[src/rtl/adc16dv160_capture_ctrl_if.sv]
// ---------------------------------------------------------------------------
// adc16dv160_capture_ctrl_if
// Groups the FIFO read side and the AXI-Stream master side of the capture
// controller into one bundle.
//   master : the capture controller (pops the FIFO, drives the stream)
//   slave  : the environment (FIFO model / stream sink)
// Signals:
//   fifo_dout     FWFT FIFO head word, {sample_n+1, sample_n}
//   fifo_valid    FIFO not empty
//   fifo_full     FIFO write side overflowing
//   fifo_rd_en    pop strobe
//   m_axis_*      AXI-Stream master beat (tdata/tkeep/tvalid/tlast/tready)
// ---------------------------------------------------------------------------
interface adc16dv160_capture_ctrl_if #(
  parameter int SAMPLE_W = 16
);
  logic [2*SAMPLE_W-1:0] fifo_dout;
  logic                  fifo_valid;
  logic                  fifo_full;
  logic                  fifo_rd_en;
  logic [2*SAMPLE_W-1:0] m_axis_tdata;
  logic [3:0]            m_axis_tkeep;
  logic                  m_axis_tvalid;
  logic                  m_axis_tlast;
  logic                  m_axis_tready;

  modport master (
    input  fifo_dout,
    input  fifo_valid,
    input  fifo_full,
    output fifo_rd_en,
    output m_axis_tdata,
    output m_axis_tkeep,
    output m_axis_tvalid,
    output m_axis_tlast,
    input  m_axis_tready
  );

  modport slave (
    output fifo_dout,
    output fifo_valid,
    output fifo_full,
    input  fifo_rd_en,
    input  m_axis_tdata,
    input  m_axis_tkeep,
    input  m_axis_tvalid,
    input  m_axis_tlast,
    output m_axis_tready
  );
endinterface

[src/rtl/adc16dv160_capture_ctrl.sv]
// ---------------------------------------------------------------------------
// adc16dv160_capture_ctrl
// Sequences one ADC capture: pops packed sample words from the CDC FIFO (or
// generates a ramp in test mode) and emits exactly dsize beats on the
// AXI-Stream master, with tlast on the final beat.
// Ports:
//   ACLK, ARESETN   stream clock, asynchronous active-low reset
//   start, abort    one-cycle command pulses (abort wins over start)
//   test            ramp pattern instead of FIFO data (sampled on start)
//   trig_mode       0 = capture immediately, 1 = wait for trig_in rising edge
//   trig_in         external trigger, synchronous to ACLK
//   dsize           beats per capture (sampled on start)
//   bus             FIFO read side + AXI-Stream master (master modport)
//   busy            capture in progress (WAIT_TRIG/CAPTURE/DRAIN)
//   sr_pc           packet complete, sticky until next start
//   overflow        fifo_full seen during CAPTURE, sticky until next start
//   beats_sent      beats accepted in the current/last capture
// ---------------------------------------------------------------------------
module adc16dv160_capture_ctrl #(
  parameter int CNT_W    = 32,
  parameter int SAMPLE_W = 16
) (
  input  logic                      ACLK,
  input  logic                      ARESETN,
  input  logic                      start,
  input  logic                      abort,
  input  logic                      test,
  input  logic                      trig_mode,
  input  logic                      trig_in,
  input  logic [CNT_W-1:0]          dsize,
  adc16dv160_capture_ctrl_if.master bus,
  output logic                      busy,
  output logic                      sr_pc,
  output logic                      overflow,
  output logic [CNT_W-1:0]          beats_sent
);

  localparam int DATA_W = 2 * SAMPLE_W;
  localparam logic [CNT_W-1:0]    CNT_ZERO  = {CNT_W{1'b0}};
  localparam logic [CNT_W-1:0]    CNT_ONE   = {{(CNT_W-1){1'b0}}, 1'b1};
  localparam logic [SAMPLE_W-1:0] TCNT_ZERO = {SAMPLE_W{1'b0}};
  localparam logic [SAMPLE_W-1:0] TCNT_ONE  = {{(SAMPLE_W-1){1'b0}}, 1'b1};
  localparam logic [SAMPLE_W-1:0] TCNT_TWO  = {{(SAMPLE_W-2){1'b0}}, 2'b10};

  typedef enum logic [2:0] {
    ST_IDLE      = 3'd0,
    ST_WAIT_TRIG = 3'd1,
    ST_CAPTURE   = 3'd2,
    ST_DRAIN     = 3'd3,
    ST_DONE      = 3'd4
  } state_t;

  state_t              state_r;
  state_t              state_s;

  logic [CNT_W-1:0]    remaining_r;
  logic [CNT_W-1:0]    beats_r;
  logic [SAMPLE_W-1:0] tcnt_r;
  logic                test_r;
  logic                trig_prev_r;
  logic                busy_r;
  logic                sr_pc_r;
  logic                overflow_r;
  logic [DATA_W-1:0]   tdata_r;
  logic                tvalid_r;
  logic                tlast_r;

  logic                hs_s;
  logic                src_ok_s;
  logic [DATA_W-1:0]   source_s;
  logic                load_s;
  logic                rd_en_s;
  logic                arm_s;
  logic                hold_last_s;
  logic                pc_set_s;

  assign hs_s     = tvalid_r & bus.m_axis_tready;
  // The ramp source never stalls; the FIFO source needs a word at its head.
  assign src_ok_s = test_r ? 1'b1 : bus.fifo_valid;
  assign source_s = test_r ? {tcnt_r + TCNT_ONE, tcnt_r} : bus.fifo_dout;

  // State register.
  always_ff @(posedge ACLK or negedge ARESETN) begin
    if (!ARESETN) begin
      state_r <= ST_IDLE;
    end else begin
      state_r <= state_s;
    end
  end

  // Next-state and per-cycle control strobes.
  always_comb begin
    state_s     = state_r;
    load_s      = 1'b0;
    rd_en_s     = 1'b0;
    arm_s       = 1'b0;
    hold_last_s = 1'b0;
    pc_set_s    = 1'b0;
    case (state_r)
      ST_IDLE, ST_DONE: begin
        // Keep the FIFO empty between captures so stale samples never leak out.
        rd_en_s = bus.fifo_valid;
        if (start && !abort) begin
          arm_s = 1'b1;
          if (dsize == CNT_ZERO) begin
            state_s  = ST_DONE;
            pc_set_s = 1'b1;
          end else if (trig_mode) begin
            state_s = ST_WAIT_TRIG;
          end else begin
            state_s = ST_CAPTURE;
          end
        end else begin
          state_s = state_r;
        end
      end
      ST_WAIT_TRIG: begin
        rd_en_s = bus.fifo_valid;
        if (abort) begin
          state_s = ST_IDLE;
        end else if (trig_in && !trig_prev_r) begin
          state_s = ST_CAPTURE;
        end else begin
          state_s = ST_WAIT_TRIG;
        end
      end
      ST_CAPTURE: begin
        if (abort) begin
          rd_en_s = test_r ? bus.fifo_valid : 1'b0;
          // A presented beat must stay put until accepted; mark it last and drain.
          if (tvalid_r && !hs_s) begin
            hold_last_s = 1'b1;
            state_s     = ST_DRAIN;
          end else begin
            state_s = ST_IDLE;
          end
        end else begin
          load_s  = (!tvalid_r || bus.m_axis_tready) && (remaining_r != CNT_ZERO) && src_ok_s;
          rd_en_s = test_r ? bus.fifo_valid : load_s;
          if (hs_s && tlast_r) begin
            state_s  = ST_DONE;
            pc_set_s = 1'b1;
          end else begin
            state_s = ST_CAPTURE;
          end
        end
      end
      ST_DRAIN: begin
        if (hs_s) begin
          state_s = ST_IDLE;
        end else begin
          state_s = ST_DRAIN;
        end
      end
      default: begin
        state_s = ST_IDLE;
      end
    endcase
  end

  // Capture bookkeeping: counters, latched config, sticky status flags.
  always_ff @(posedge ACLK or negedge ARESETN) begin
    if (!ARESETN) begin
      remaining_r <= CNT_ZERO;
      beats_r     <= CNT_ZERO;
      tcnt_r      <= TCNT_ZERO;
      test_r      <= 1'b0;
      trig_prev_r <= 1'b0;
      busy_r      <= 1'b0;
      sr_pc_r     <= 1'b0;
      overflow_r  <= 1'b0;
    end else begin
      trig_prev_r <= trig_in;
      busy_r      <= (state_s == ST_WAIT_TRIG) || (state_s == ST_CAPTURE) || (state_s == ST_DRAIN);
      if (arm_s) begin
        remaining_r <= dsize;
        test_r      <= test;
        tcnt_r      <= TCNT_ZERO;
        beats_r     <= CNT_ZERO;
        overflow_r  <= 1'b0;
        sr_pc_r     <= pc_set_s;
      end else begin
        if (load_s) begin
          remaining_r <= remaining_r - CNT_ONE;
          if (test_r) begin
            tcnt_r <= tcnt_r + TCNT_TWO;
          end
        end
        if (hs_s) begin
          beats_r <= beats_r + CNT_ONE;
        end
        if ((state_r == ST_CAPTURE) && bus.fifo_full) begin
          overflow_r <= 1'b1;
        end
        if (pc_set_s) begin
          sr_pc_r <= 1'b1;
        end
      end
    end
  end

  // Single registered AXI-Stream output stage.
  always_ff @(posedge ACLK or negedge ARESETN) begin
    if (!ARESETN) begin
      tdata_r  <= {DATA_W{1'b0}};
      tvalid_r <= 1'b0;
      tlast_r  <= 1'b0;
    end else if (load_s) begin
      tdata_r  <= source_s;
      tvalid_r <= 1'b1;
      tlast_r  <= (remaining_r == CNT_ONE);
    end else if (hold_last_s) begin
      tlast_r  <= 1'b1;
    end else if (hs_s) begin
      tvalid_r <= 1'b0;
      tlast_r  <= 1'b0;
    end
  end

  assign bus.fifo_rd_en    = rd_en_s;
  assign bus.m_axis_tdata  = tdata_r;
  assign bus.m_axis_tkeep  = 4'hF;
  assign bus.m_axis_tvalid = tvalid_r;
  assign bus.m_axis_tlast  = tlast_r;
  assign busy              = busy_r;
  assign sr_pc             = sr_pc_r;
  assign overflow          = overflow_r;
  assign beats_sent        = beats_r;

endmodule

[src/flat_wrapper.sv]
// flat-port wrapper written by rule: the top's interface ports become plain ports
module adc16dv160_capture_ctrl_flat 
#(
  parameter int CNT_W    = 32,
  parameter int SAMPLE_W = 16
)
  (ACLK, ARESETN, start, abort, test, trig_mode, trig_in, dsize, busy, sr_pc, overflow, beats_sent, bus_fifo_dout, bus_fifo_valid, bus_fifo_full, bus_fifo_rd_en, bus_m_axis_tdata, bus_m_axis_tkeep, bus_m_axis_tvalid, bus_m_axis_tlast, bus_m_axis_tready);
  adc16dv160_capture_ctrl_if #(.SAMPLE_W(SAMPLE_W)) bus_i ();
  input  logic ACLK;
  input  logic ARESETN;
  input  logic start;
  input  logic abort;
  input  logic test;
  input  logic trig_mode;
  input  logic trig_in;
  input  logic [CNT_W-1:0] dsize;
  output logic busy;
  output logic sr_pc;
  output logic overflow;
  output logic [CNT_W-1:0] beats_sent;
  input wire logic [$bits(bus_i.fifo_dout)-1:0] bus_fifo_dout;
  input wire logic [$bits(bus_i.fifo_valid)-1:0] bus_fifo_valid;
  input wire logic [$bits(bus_i.fifo_full)-1:0] bus_fifo_full;
  output wire logic [$bits(bus_i.fifo_rd_en)-1:0] bus_fifo_rd_en;
  output wire logic [$bits(bus_i.m_axis_tdata)-1:0] bus_m_axis_tdata;
  output wire logic [$bits(bus_i.m_axis_tkeep)-1:0] bus_m_axis_tkeep;
  output wire logic [$bits(bus_i.m_axis_tvalid)-1:0] bus_m_axis_tvalid;
  output wire logic [$bits(bus_i.m_axis_tlast)-1:0] bus_m_axis_tlast;
  input wire logic [$bits(bus_i.m_axis_tready)-1:0] bus_m_axis_tready;
  assign bus_i.fifo_dout = bus_fifo_dout;
  assign bus_i.fifo_valid = bus_fifo_valid;
  assign bus_i.fifo_full = bus_fifo_full;
  assign bus_fifo_rd_en = bus_i.fifo_rd_en;
  assign bus_m_axis_tdata = bus_i.m_axis_tdata;
  assign bus_m_axis_tkeep = bus_i.m_axis_tkeep;
  assign bus_m_axis_tvalid = bus_i.m_axis_tvalid;
  assign bus_m_axis_tlast = bus_i.m_axis_tlast;
  assign bus_i.m_axis_tready = bus_m_axis_tready;
  adc16dv160_capture_ctrl #(.CNT_W(CNT_W), .SAMPLE_W(SAMPLE_W)) u_core (.ACLK(ACLK), .ARESETN(ARESETN), .start(start), .abort(abort), .test(test), .trig_mode(trig_mode), .trig_in(trig_in), .dsize(dsize), .bus(bus_i), .busy(busy), .sr_pc(sr_pc), .overflow(overflow), .beats_sent(beats_sent));
endmodule
[config.mk]
export PLATFORM = sky130hd
export DESIGN_NAME = adc16dv160_capture_ctrl_flat
export DESIGN_NICKNAME = d
export VERILOG_FILES = /design/src/rtl/adc16dv160_capture_ctrl_if.sv /design/src/rtl/adc16dv160_capture_ctrl.sv /design/src/flat_wrapper.sv
export SDC_FILE = /design/constraint.sdc
export NUM_CORES = 1
export LEC_CHECK = 0
export BUFFER_PORTS_ARGS = -buffer_cell sky130_fd_sc_hd__buf_2
export CAP_MARGIN = 20
export CORE_UTILIZATION = 55
export CTS_CLUSTER_SIZE = 24
export DETAILED_ROUTE_END_ITERATION = 10
export PLACE_DENSITY = 0.81
export SLEW_MARGIN = 20
export SYNTH_ARGS = -nofsm -noshare
export SYNTH_HDL_FRONTEND = slang
export SYNTH_SLANG_ARGS = --single-unit
[constraint.sdc]
create_clock -name ACLK -period 3.97 [get_ports ACLK]
set_clock_uncertainty 0.2 [all_clocks]
set_input_delay 0.1985 -clock ACLK [delete_from_list [all_inputs] [get_ports ACLK]]
set_output_delay 0.1985 -clock ACLK [all_outputs]
set_load 0.02 [all_outputs]
==> reports/metrics.yaml <==
setup_path:
  worstPathCellList: "or4_4 -> nor4_4 -> nor4b_2 -> buf_4 -> nor3_1 -> nor3_1 -> nor2_1 -> buf_2"
  rr_worst_depth: 7
  cp_data_arrival_time_ns: 3.10
  r2r-start: "u_core.remaining_r[5]"
  critPathSlowestCell: "nor4b_2"
  worst_setup_path_end_kind: "output pin"
  crit_type: "flip-flop to output pin"
  cpMostUsedCell: "nor3_1"
  max_stage_delay_ns: 0.62
  r2r_setup_slack_ns: 0.64
  start_kind: "flip-flop"
  required_ns: 3.57
  worst-path-max-fanout: 8
  r2r_end: "u_core.tcnt_r[9]"
logic_synthesis:
  ys_types: 60
  synth_area_mm2: 0.00644
  ys_seq_elements: 121
  synth_edf_count: 0
  synthCells: 686
  avgSynthCellArea_um2: 9.39
  synthArstFlopShare_pct: 100
  yosysSeqAreaShare_pct: 47.0
  ys.flop_type: "dfrtp_1"
  ys_warn_count: 0
cells_and_area:
  layout_common_cells: "142 x buf_2, 120 x dfrtp_1, 87 x nand2_1, 71 x dlygate4sd3_1, 60 x nor2_1"
  final_common_cell: "buf_2"
  layout-drive-gt1-share_pct: 22.5
  diodes: 0
  fin_nets: 970
  stdcell_count: 1047
  area_growth_pct: 33.0
placement:
  place_ws_ns: 0.760
  dp_hpwl_um: 11400
  port_buffers: 143
  placedCellCount: 944
  routabilityCongestion: 0.914
clock_network:
  clock_sinks: 121
  cts_buffers: 17
  tritoncts: "yes"
  path_clk_slew_ns: 0.06
  root_buffer: "clkbuf_16"
  clockBufferDepth: 2
  clkLatencyLatePin_ns: 0.42
  h-tree-depth: 4
timing:
  tightest_slew_ns: 0.969
  slew_headroom_pct: 35.4
  hold_viol: 0
  fin_ws_ns: 0.473
  fin_hold_ws_ns: 0.0416
  finalSetupViolations: 0
  report.final.slew_viol_count: 0
  fin_crit_ns: 3.50
  tns_ns: 0
  grt_setup_unrepaired: "no"
  finalCritPeriodShare_pct: 88.1
  fmax_ghz: 0.286
routing:
  vias: 6276
  wl_um: 18200
  drc: 0
  drt-wirelength-per-cell_um: 17.4
  detail-route-antenna-nets: 0
  post_drt_via_cell_ratio: 5.99
  dr.pass1.iters: 5
  initialDrtViolationCount: 600
die:
  pin_count: 148
  die_h_um: 110
  num_rows: 39
  die_w_um: 110
  dieArea_mm2: 0.0122
  core-area_mm2: 0.0114
  initial_utilization_pct: 56.4
worst_hold_path:
  hold_path_class: "primary input to flip-flop"
  hold_path_depth: 3
  hold_path_end: "u_core.state_r[1]"
  hp-start: "abort"
global_route:
  grt_pass1_vias: 5981
  grt_pass1_wl_um: 29100
  grt_max_degree: 76
  grt-ovfl-total: 0
  antenna_found_initial: 0
  grtUsageTotal_pct: 31.6
power_and_ir_drop:
  powerDensity_mw_per_mm2: 631
  peakVddDrop_uv: 425
  finalPower_mw: 5.41
  p_leak_nw: 4.00
status:
  status: "complete, no violations"
flow_run:
  maxCapViolCount: 0
## sequential cells by signal, summed over array words and instances (netlist names)
signal / count
u_core.tcnt_r: 15
u_core.sr_pc: 1
u_core.remaining_r: 32
u_core.bus.m_axis_tvalid: 1
u_core.test_r: 1
u_core.bus.m_axis_tdata: 32
u_core.overflow: 1
u_core.busy: 1
u_core.state_r: 3
u_core.trig_prev_r: 1
u_core.beats_sent: 32
u_core.bus.m_axis_tlast: 1
## critical path: cells and delay by family (launching register included)
family,cells,cell delay (ns)
flip-flops,1,0.47
AND/OR/NAND/NOR,6,1.74
buffers and inverters,2,0.44
## cell type report
type                       instances  area (µm²)
inverter                          11        41.3
fill                             809        2840
clock buffer                      25         515
multi-input combinational        511        3120
tap                              143         179
clock inverter                     7         135
timing repair buffer             229        1550
sequential                       121        3030
## worst max-delay path by stage
stage                                from                      to  cells past startpoint
floorplan           u_core.remaining_r[5]  u_core.remaining_r[24]                     10
global placement    u_core.remaining_r[5]        u_core.tcnt_r[9]                      7
detailed placement  u_core.remaining_r[5]        u_core.tcnt_r[9]                      7
CTS                 u_core.remaining_r[5]          bus_fifo_rd_en                      8
global route        u_core.remaining_r[5]          bus_fifo_rd_en                      8
finish              u_core.remaining_r[5]          bus_fifo_rd_en                      8
## power breakdown
part / switching, mW / internal [mW]
logic: 1.09 / 0.696
registers: 0.356 / 1.59
clock network: 0.532 / 1.15
## timing repair
item / in CTS / in global routing
hold buffers: 71 / 0
gates resized for setup: 0 / 0
setup buffers: 0 / 0
endpoints found under the hold margin: 144 / 0
## cell usage after synthesis, types with 8 or more instances
cell / n / area share, %
nand3_1: 18 / 1.4
clkbuf_1: 22 / 1.3
mux2i_1: 31 / 4.8
dfrtp_1: 121 / 47
nand2_1: 87 / 5.1
a21o_1: 9 / 1.0
or3_1: 15 / 1.5
o21ai_0: 49 / 3.8
a21oi_1: 23 / 1.8
a22oi_1: 8 / 0.93
nor4_1: 25 / 2.4
xor2_1: 24 / 3.3
inv_1: 11 / 0.64
xnor2_1: 15 / 2.0
nor3_1: 23 / 1.8
nor2_1: 60 / 3.5
nand4_1: 22 / 2.1
o21ai_1: 11 / 0.85
## metal layers
layer	share of wire, %	global-route usage (%)	vias to the layer above	wire (µm)
li1	-	-	2898	-
met1	40	38.3	3004	7310
met2	50	52.6	321	9120
met3	7.6	8.47	53	1380
met4	2.4	14.1	0	436
met5	0	0	-	0
## logic make-up after synthesis
group	synth area share, %
XOR/XNOR	5.30
buffers and inverters	4.95
AO/OA/AOI/OAI	14.1
AND/OR/NAND/NOR	22.8
flip-flops	47.0
other	0.0582
multiplexers	4.81
adder cells (fa/ha/maj)	0.971
## stage by stage
| stage | instance area [µm²] | utilization [%] |
|---|---|---|
| final | 8570 | 75.1 |
| after global routing | 8570 | 75.1 |
| after CTS | 8570 | 75.0 |
| after detailed placement | 7210 | 63.1 |
| after global placement | 7210 | 63.1 |
| after floorplan | 6460 | - |
(Power assumes the default switching activity.)
